**src/rtl/instr_sequencer_if.sv**
```systemverilog
// Instruction-memory fetch bus between the sequencer and instruction memory.
//   imem_req   : fetch request, held until imem_ack is seen
//   imem_addr  : fetch address, stable while imem_req is high
//   imem_ack   : fetch completion; imem_rdata is valid in the same cycle
//   imem_rdata : fetched instruction word
// master = sequencer side, slave = memory side.
interface instr_sequencer_if;
  logic        imem_req;
  logic [31:0] imem_addr;
  logic        imem_ack;
  logic [31:0] imem_rdata;

  modport master (
    output imem_req,
    output imem_addr,
    input  imem_ack,
    input  imem_rdata
  );

  modport slave (
    input  imem_req,
    input  imem_addr,
    output imem_ack,
    output imem_rdata
  );
endinterface

```
**src/rtl/instr_sequencer.sv**
```systemverilog
// Fetch/execute sequencer for a single-issue core.
// Fetches one word at pc over the imem bus, holds it in instr for the decoder,
// retires it in a one-cycle EXEC state (gated rf_we, retire pulse, pc += 4,
// instret += 1), optionally pauses in HALT, and locks up in FAULT when the
// memory fails to acknowledge within TIMEOUT fetch cycles.
// Ports:
//   clk, rst    : clock, asynchronous active-high reset
//   imem        : fetch bus (master modport)
//   instr       : latched instruction word
//   ctrl_rf_we  : decoder write enable; rf_we is its EXEC-gated copy
//   halt_req    : pause request, honoured at the end of EXEC
//   pc          : program counter
//   retire      : one-cycle pulse per completed instruction
//   instret     : retired-instruction counter
//   halted      : high while in HALT
//   fault       : high while in FAULT
module instr_sequencer #(
  parameter logic [31:0] RESET_PC = 32'h0000_0000,
  parameter int unsigned TIMEOUT  = 16
) (
  input  logic                       clk,
  input  logic                       rst,
  instr_sequencer_if.master          imem,
  output logic [31:0]                instr,
  input  logic                       ctrl_rf_we,
  output logic                       rf_we,
  input  logic                       halt_req,
  output logic [31:0]                pc,
  output logic                       retire,
  output logic [31:0]                instret,
  output logic                       halted,
  output logic                       fault
);

  localparam logic [7:0] TmoLast = 8'(TIMEOUT - 1);

  typedef enum logic [1:0] {
    StFetch,
    StExec,
    StHalt,
    StFault
  } state_e;

  state_e      state_q;
  // Low while reset is pending release: the state is FETCH but no request is
  // issued until the first clock edge after rst drops.
  logic        run_q;
  logic [7:0]  tmo_q;
  logic [31:0] instr_q;
  logic [31:0] pc_q;
  logic [31:0] instret_q;

  always_ff @(posedge clk or posedge rst) begin
    if (rst) begin
      state_q   <= StFetch;
      run_q     <= 1'b0;
      tmo_q     <= 8'd0;
      instr_q   <= 32'd0;
      pc_q      <= RESET_PC;
      instret_q <= 32'd0;
    end else if (!run_q) begin
      run_q <= 1'b1;
    end else begin
      unique case (state_q)
        StFetch: begin
          if (imem.imem_ack) begin
            instr_q <= imem.imem_rdata;
            tmo_q   <= 8'd0;
            state_q <= StExec;
          end else if (tmo_q == TmoLast) begin
            state_q <= StFault;
          end else begin
            tmo_q <= tmo_q + 8'd1;
          end
        end
        StExec: begin
          pc_q      <= pc_q + 32'd4;
          instret_q <= instret_q + 32'd1;
          state_q   <= halt_req ? StHalt : StFetch;
        end
        StHalt: begin
          if (!halt_req) begin
            state_q <= StFetch;
          end
        end
        StFault: begin
          // Terminal until reset; all architectural state frozen.
        end
        default: state_q <= StFault;
      endcase
    end
  end

  // Outputs decode the state register only, so an asynchronous reset drops
  // rf_we/retire in the same instant it is asserted.
  always_comb begin
    imem.imem_req  = run_q && (state_q == StFetch);
    imem.imem_addr = pc_q;
    rf_we          = (state_q == StExec) && ctrl_rf_we;
    retire         = (state_q == StExec);
    halted         = (state_q == StHalt);
    fault          = (state_q == StFault);
    instr          = instr_q;
    pc             = pc_q;
    instret        = instret_q;
  end

endmodule

```
**src/flat_wrapper.sv**
```systemverilog
// flat-port wrapper written by rule: the top's interface ports become plain ports
module instr_sequencer_flat 
#(
  parameter logic [31:0] RESET_PC = 32'h0000_0000,
  parameter int unsigned TIMEOUT  = 16
)
  (clk, rst, instr, ctrl_rf_we, rf_we, halt_req, pc, retire, instret, halted, fault, imem_imem_req, imem_imem_addr, imem_imem_ack, imem_imem_rdata);
  instr_sequencer_if imem_i ();
  input  logic clk;
  input  logic rst;
  output logic [31:0] instr;
  input  logic ctrl_rf_we;
  output logic rf_we;
  input  logic halt_req;
  output logic [31:0] pc;
  output logic retire;
  output logic [31:0] instret;
  output logic halted;
  output logic fault;
  output wire logic [$bits(imem_i.imem_req)-1:0] imem_imem_req;
  output wire logic [$bits(imem_i.imem_addr)-1:0] imem_imem_addr;
  input wire logic [$bits(imem_i.imem_ack)-1:0] imem_imem_ack;
  input wire logic [$bits(imem_i.imem_rdata)-1:0] imem_imem_rdata;
  assign imem_imem_req = imem_i.imem_req;
  assign imem_imem_addr = imem_i.imem_addr;
  assign imem_i.imem_ack = imem_imem_ack;
  assign imem_i.imem_rdata = imem_imem_rdata;
  instr_sequencer #(.RESET_PC(RESET_PC), .TIMEOUT(TIMEOUT)) u_core (.clk(clk), .rst(rst), .imem(imem_i), .instr(instr), .ctrl_rf_we(ctrl_rf_we), .rf_we(rf_we), .halt_req(halt_req), .pc(pc), .retire(retire), .instret(instret), .halted(halted), .fault(fault));
endmodule
```
**config.mk**
```make
export PLATFORM = sky130hd
export DESIGN_NAME = instr_sequencer_flat
export DESIGN_NICKNAME = d
export VERILOG_FILES = /design/src/rtl/instr_sequencer_if.sv /design/src/rtl/instr_sequencer.sv /design/src/flat_wrapper.sv
export SDC_FILE = /design/constraint.sdc
export NUM_CORES = 1
export LEC_CHECK = 0
export ABC_AREA = 1
export BUFFER_PORTS_ARGS = -buffer_cell sky130_fd_sc_hd__clkbuf_2
export CORE_MARGIN = 4
export CORE_UTILIZATION = 30
export DETAILED_ROUTE_END_ITERATION = 7
export PLACE_DENSITY = 0.49
export SYNTH_ARGS = -nofsm -noshare
export SYNTH_HDL_FRONTEND = slang
export SYNTH_SLANG_ARGS = --single-unit
```
**constraint.sdc**
```tcl
create_clock -name clk -period 4.3 [get_ports clk]
set_input_delay 1.075 -clock clk [delete_from_list [all_inputs] [get_ports clk]]
set_output_delay 1.075 -clock clk [all_outputs]
set_load 0.01 [all_outputs]
```
# == Word level (Yosys, flattened, before mapping) ==
# Index checks and enable logic that the tools add are counted.
# Widths: inputs -> output; s select.
# word_totals
word_cells,31
reg_bits,107
# classes
reduce_logical,8
n_addsub,3
muxes,7
eq_ne,7
# op_table
cell,n
$add 32x1->32 const B,1
$add 32x3->32 const B,1
$mux 8,2
$add 8x1->8 const B,1
$eq 8x4->1 const B,1
$mux 2,4
$pmux 2 s3,1
$reduce_and 3->1,2
$eq 2x2->1 const B,2
$ne 2x2->1 const B,2
$reduce_and 4->1,1
$ne 3x2->1 const B,1
$reduce_bool 3->1,1
$eq 2x1->1 const B,1
$logic_and 1x1->1,2
$logic_not 2->1,1
$reduce_and 2->1,1

# == Logic depth before layout (Yosys ltp) ==
# Gate-level depths: netlist of run 1.
# logic_depth
word_depth,4
ltp_mapped,11
mapped_depth_nobuf,10

# == Worst setup path after synthesis of run 1 ==
# No wires, ideal clock.
# synth_timing
path_kind,input port to output port
from,input ctrl_rf_we
to,output rf_we
n_path_buf,0
stages,2
arrival_ns,1.204
slack_ns,2.021
t_required_ns,3.225
path_cell_list,nand2_1 -> inv_1
# synth_between
elab_chain_cells,1
# synth_rtl
item,line_no,rtl
start: declaration,flat_wrapper.sv:12,input logic ctrl_rf_we;
$logic_and 1x1->1,instr_sequencer.sv:99,rf_we = (state_q == StExec) && ctrl_rf_we;
end: declaration,flat_wrapper.sv:13,output logic rf_we;
# Every way passes these cells.

# == Worst setup path in the final report of run 1 ==
# layout_timing
from,register u_core.state_q[1]
to,output rf_we
# layout_between
elab_chain_cells,2
# layout_rtl
item,line_no,rtl
start: declaration,instr_sequencer.sv:44,state_e state_q;
start signal: assignment,instr_sequencer.sv:55,state_q <= StFetch;
start signal: assignment,instr_sequencer.sv:69,state_q <= StExec;
start signal: assignment,instr_sequencer.sv:71,state_q <= StFault;
$eq 2x1->1,instr_sequencer.sv:99,
$logic_and 1x1->1,instr_sequencer.sv:99,
# Every way passes these cells.

==> results by group, run 1 <==
Status
  – Status: finished clean

Setup path
  – Reg2reg path depth: 9
  – Req. time, crit path: 3.22 ns
  – Crit Path Category: reg2out
  – Most used cell, CP: inv_1
  – Worst Setup End Kind: output pin
  – Critical-path cell list: inv_1 -> ha_1 -> nand2_1 -> inv_1 -> clkbuf_2
  – Delay of the slowest critical-path stage: 0.43 ns
  – CP arrival: 1.40 ns
  – Crit path max fanout: 5
  – Crit start category: flip-flop
  – Slowest-stage cell, CP: dfrtp_1

Final layout
  – Fin nets: 829
  – Layout cells sized above 1: 0.3038
  – Area occupied by registers: 2628 sq um
  – Multi-input logic area: 2510 sq um
  – Design area: 6843 sq um
  – Synthesis-to-finish area growth: 19.91%
  – Layout Utilization: 0.3658
  – Diode count: 0
  – Fin cells: 1024
  – Fillers: 1947

Route
  – Antenna Nets Post-Route: 0
  – Via density: 4.376
  – DRT Wirelength: 14.45 mm
  – Remaining DRCs: 0
  – Vias: 4481
  – DRT iter0 DRCs: 230
  – Routed wire length on met2: 6.918 mm
  – Routed wl met3: 590 um
  – Wl on met1: 6.681 mm
  – Drt pass-1 iters: 4
  – Routed len/inst: 14.11 um
  – Uppermost layer routed: met4

Clock network
  – CTS tree: done
  – CTS Buffer Depth: 2
  – CTS Buf Count: 9
  – CTS Hold Bufs: 0
  – CTS Root Cell: clkbuf_16
  – CTS clk-pin slew, worst paths: 0.08 ns
  – PostCTS Resize Cnt: 0
  – Setup Fix Bufs, Post-CTS: 0
  – CTS HTree Levels: 3
  – CTS sink cnt: 105
  – Worst-Skew Late Latency: 0.36 ns

Pwr
  – Flop pwr share: 0.429
  – Total power: 3.236 mW
  – Peak supply drop: 179.4 uV
  – Cell leakage power: 3.627 nW
  – Clk pwr share: 0.270
  – P_int: 2.153 mW
  – Switch share: 0.3345
  – Sw power: 1.082 mW
  – Logic gate share of total power: 0.301
  – Pwr Density: 472.9 nW/um^2

Timing
  – Setup TNS: 0 ns
  – Clock Skew: 0.009751 ns
  – Fmax: 0.4034 GHz
  – Hold_ws: 0.5076 ns
  – Final Slew Violations: 0
  – Slew HR: 0.2983
  – Crit share post-route: 0.5765
  – Worst setup margin: 1.821 ns
  – Final hold viol count: 0
  – Minimum clock period: 2.479 ns
  – RSZ-0062 raised after global routing: false
  – Least-Margin Pin Slew: 1.052 ns
  – Final setup fails: 0

Floorplan
  – Die area: 21290 sq um
  – Core area: 18710 sq um
  – Die extent in y: 145.9 um
  – Initial Util: 0.3051
  – Cell Rows: 50
  – Io pins: 170
  – Die Wd: 145.9 um

GRT
  – Vias in the first global route: 4322
  – Largest net degree at the start of global routing: 84
  – GRT overflow: 0
  – GRT Overall Usage: 0.1374
  – First-pass GRT wire length: 23.65 mm
  – Initial antenna violation count: 0

Yosys
  – Seq/Total Area, Yosys: 0.4604
  – Mux cell area share after synthesis: 0.08353
  – Top_reg_cell synth: dfrtp_1
  – Synth unique cells: 32
  – Synthesized area: 5707 sq um
  – XOR/XNOR share of the synthesized area: 0.05372
  – Yosys reg bits: 105
  – Largest family of logic cells by synthesized area: simple AND/OR/NAND/NOR gates
  – Mapped Cells: 645
  – Synth Warn #: 0
  – Synth async-reset ratio: 1.000
  – Post-synth EDFFs: 0
  – Avg Inst Size Synth: 8.848 sq um
  – Post-synthesis compound-gate area fraction: 0.01491
  – Post-synthesis adder-cell area fraction: 0.01535
  – Simple-Gate Fraction of Synth Area: 0.2690

Place
  – HPWL after DPL: 10.96 mm
  – PortBufs: 165
  – Placed cell area: 6533 sq um
  – Placed cells: 1008
  – Placer congestion estimate: 0.7900
  – Place WS: 1.862 ns

Flow run
  – Maxcap violations: 0

Hold path
  – Hold WC Path Type: reg2reg
  – Hold path cells: 2
-- kinds of logic after synthesis --
kind of cell               count (synthesis)
AOI/OAI and AO/OA                         14
xor gates and xnor gates                  35
adders and majority gates                  7
buffers and inverters                    110
DFF                                      105
muxes                                     32
other                                      2
and+or+nand+nor                          340
-- cells in the mapped netlist, drive strengths merged (7+ instances only) --
library cell    n  area share
nor3            7      0.0081
mux2           32       0.084
ha              7       0.015
nor2           82       0.063
inv            69       0.045
nand2         173        0.12
o21ai          10       0.011
dfrtp         105        0.46
xnor2          16       0.025
nand3          46       0.042
buf            41       0.056
nand4          16       0.018
nand3b         12       0.016
xor2           19       0.029
-- layout make-up --
type,count,area share
clock buffer,9,0.03291
clock inverter,7,0.01243
inverter,69,0.03822
multi-input combinational,433,0.3668
sequential,105,0.3840
tap,234,0.04279
timing repair buffer,167,0.1229
-- critical path: cells and delay by family (launching register included) --
| kind | cells | cell delay, ns |
|---|---|---|
| adders and majority gates | 1 | 0.28 |
| buffers and inverters | 3 | 0.26 |
| DFF | 1 | 0.43 |
| and+or+nand+nor | 1 | 0.08 |
-- per-layer routing --
metal  GRT usage  up-vias
li1            -     2287
met1      0.1853     2082
met2      0.2240       98
met3     0.02087       14
met4     0.05081        0
met5           0        -
-- cells in the final DEF, fill, tap and decap left out, types with 8 or more instances in the layout --
master,count
nand2_1,168
clkbuf_2,165
dfrtp_1,105
nor2_1,70
inv_1,65
nand3_1,44
mux2_4,31
xor2_1,19
nand4_1,16
xnor2_1,16
nand3b_1,12
clkbuf_16,9
nor2_2,8
-- flip-flops by register name, summed over array words and instances, names as in the netlist --
signal,count
u_core.instr,32
u_core.instret,32
u_core.imem.imem_addr,30
u_core.tmo_q,8
u_core.state_q,2
u_core.run_q,1
-- power by group through the flow --
stage	Clock, mW	Combinational [mW]	Sequential, mW
floorplan	0	0.592	1.46
global placement	0	0.990	1.41
detailed placement	0	1.00	1.40
CTS	0.909	1.00	1.39
global route	0.936	1.08	1.42
finish	0.873	0.975	1.39
-- path summary, 6_finish.rpt --
kind                                                 from                             end  slack [ns]
max reg2reg                 u_core.state_q[1]$_DFFE_PP0P_  u_core.instret[23]$_DFFE_PP0P_        2.15
max                         u_core.state_q[1]$_DFFE_PP0P_                           rf_we        1.82
min in group asynchronous                             rst    u_core.instr[31]$_DFFE_PP0P_        0.97
min                        u_core.instret[31]$_DFFE_PP0P_  u_core.instret[31]$_DFFE_PP0P_        0.51
max in group asynchronous                             rst  u_core.instret[27]$_DFFE_PP0P_        2.51
min reg2reg                u_core.instret[31]$_DFFE_PP0P_  u_core.instret[31]$_DFFE_PP0P_        0.51
Power figures use the tool's default switching activity.
==> run 2, diff against run 1 <==
--- a/config.mk
+++ b/config.mk
@@ -10,7 +10,7 @@
 export CORE_MARGIN = 4
 export CORE_UTILIZATION = 30
 export DETAILED_ROUTE_END_ITERATION = 7
-export PLACE_DENSITY = 0.49
+export PLACE_DENSITY = 0.51
 export SYNTH_ARGS = -nofsm -noshare
 export SYNTH_HDL_FRONTEND = slang
 export SYNTH_SLANG_ARGS = --single-unit
==> constraint.sdc (replaced) <==
create_clock -name clk -period 2.15 [get_ports clk]
set_input_delay 0.5375 -clock clk [delete_from_list [all_inputs] [get_ports clk]]
set_output_delay 0.5375 -clock clk [all_outputs]
set_load 0.01 [all_outputs]
==> results by group, run 2 (synthesis results as in run 1) <==
Hold path
  – Hold WC Path Type: in2async

Flow run
  – Maxcap violations: 0

Clock network
  – CTS Buf Count: 9
  – CTS Hold Bufs: 0
  – CTS Buffer Depth: 2
  – Setup Fix Bufs, Post-CTS: 0
  – Worst-Skew Late Latency: 0.35 ns
  – CTS Root Cell: clkbuf_16
  – CTS clk-pin slew, worst paths: 0.07 ns
  – CTS sink cnt: 105
  – CTS HTree Levels: 3
  – CTS tree: done

Timing
  – Clock Skew: 0.008378 ns
  – Fmax: 0.5148 GHz
  – Final hold viol count: 0
  – Least-Margin Pin Slew: 0.6184 ns
  – Final setup fails: 0
  – Crit share post-route: 0.9035
  – Setup TNS: 0 ns
  – Final Slew Violations: 0
  – Slew HR: 0.5877
  – Worst setup margin: 0.2074 ns
  – RSZ-0062 raised after global routing: false
  – Minimum clock period: 1.943 ns

Final layout
  – Synthesis-to-finish area growth: 21.22%
  – Fin cells: 1026
  – Fin nets: 831
  – Fillers: 1931
  – Layout Utilization: 0.3698
  – Commonest cells after routing, fill and taps aside: nand2_1 (168), clkbuf_2 (165), dfrtp_1 (105)
  – Area occupied by registers: 2628 sq um
  – Diode count: 0
  – Design area: 6918 sq um
  – Multi-input logic area: 2510 sq um
  – Layout cells sized above 1: 0.3056
  – Commonest non-fill, non-tap cell in the layout: nand2_1

GRT
  – Vias in the first global route: 4307
  – Largest net degree at the start of global routing: 106
  – GRT Overall Usage: 0.1382
  – First-pass GRT wire length: 23.70 mm
  – GRT overflow: 0
  – Initial antenna violation count: 0

Route
  – Routed len/inst: 14.14 um
  – Antenna Nets Post-Route: 0
  – Drt pass-1 iters: 4
  – DRT iter0 DRCs: 155
  – Remaining DRCs: 0
  – Vias: 4522
  – DRT Wirelength: 14.51 mm
  – Via density: 4.407

Setup path
  – Crit Path Category: reg2reg
  – CP arrival: 2.19 ns
  – Req. time, crit path: 2.39 ns
  – Crit start category: flip-flop
  – Worst Setup End Kind: flip-flop
  – Crit path max fanout: 9

Floorplan
  – Initial Util: 0.3051
  – Die Wd: 145.9 um
  – Die extent in y: 145.9 um
  – Io pins: 170
  – Core area: 18710 sq um
  – Cell Rows: 50
  – Die area: 21290 sq um

Place
  – Placer congestion estimate: 0.7654
  – PortBufs: 165
  – HPWL after DPL: 11.05 mm
  – Place WS: 0.1728 ns
  – Placed cell area: 6586 sq um
  – Placed cells: 1010

Pwr
  – Pwr Density: 956.0 nW/um^2
  – Cell leakage power: 3.656 nW
  – Peak supply drop: 370.3 uV

Status
  – Status: finished clean
==> run 2: cell count changes in the layout (fill, tap and decap cells not counted), sizes merged <==
cell / before / now
clkinvlp: 0 / 2
inv: 72 / 67
bufinv: 1 / 2
buf: 2 / 4
clkbuf: 174 / 176
==> run 2: power by group <==
| part | internal, mW | total [mW] | switching, mW |
|---|---|---|---|
| combinational | 0.992 | 2.01 | 1.02 |
| sequential | 2.41 | 2.75 | 0.340 |
| clock | 1.08 | 1.85 | 0.767 |
| total | 4.49 | 6.61 | 2.13 |
==> run 2: cell type report <==
cell class                 instances  share of cell area
inverter                          69             0.03816
timing repair buffer             169              0.1291
tap                              234             0.04232
clock inverter                     5             0.01121
multi-input combinational        433              0.3628
sequential                       105              0.3798
clock buffer                      11             0.03653
==> run 2: critical path: stages (launching register included) <==
cell	delay (ns)
dfrtp_1	0.41
inv_1	0.09
ha_1	0.28
nand2_4	0.17
buf_4	0.21
nor2_1	0.21
nand3_2	0.13
nor2_2	0.16
nand2_1	0.07
nand2_1	0.06
nand2_1	0.05
==> run 2: per-layer routing <==
layer / vias to the layer above / track usage / share of wire
met5: - / 0 / 0
met4: 0 / 0.03371 / 0.013
met3: 13 / 0.03768 / 0.053
met2: 120 / 0.2240 / 0.47
met1: 2102 / 0.1840 / 0.46
li1: 2287 / - / -
==> run 2: final timing paths <==
| kind | depth (start not counted) | to | slack [ns] | startpoint |
|---|---|---|---|---|
| max | 10 | u_core.instret[28]$_DFFE_PP0P_ | 0.21 | u_core.state_q[1]$_DFFE_PP0P_ |
| min | 3 | u_core.instr[14]$_DFFE_PP0P_ | 0.30 | rst |
| max reg2reg | 10 | u_core.instret[28]$_DFFE_PP0P_ | 0.21 | u_core.state_q[1]$_DFFE_PP0P_ |
| min reg2reg | 2 | u_core.instret[31]$_DFFE_PP0P_ | 0.50 | u_core.instret[31]$_DFFE_PP0P_ |
| max in group asynchronous | 3 | u_core.instret[3]$_DFFE_PP0P_ | 1.33 | rst |
| min in group clk | 2 | u_core.instr[12]$_DFFE_PP0P_ | 0.41 | imem_imem_rdata[12] |
==> run 2: what timing repair did <==
item / CTS / global route
endpoints found under the hold margin: 0 / 0
resized for setup: 0 / 1
endpoints found under the setup margin: 0 / 4
==> run 2: per-stage QoR <==
step / total power, mW / hold WS, ns
2_1_floorplan: 4.111 / 0.4906
3_3_place_gp: 4.830 / 0.4910
3_5_place_dp: 4.844 / 0.4940
4_1_cts: 6.729 / 0.3689
5_1_grt: 7.019 / 0.3927
6_report: 6.614 / 0.3030
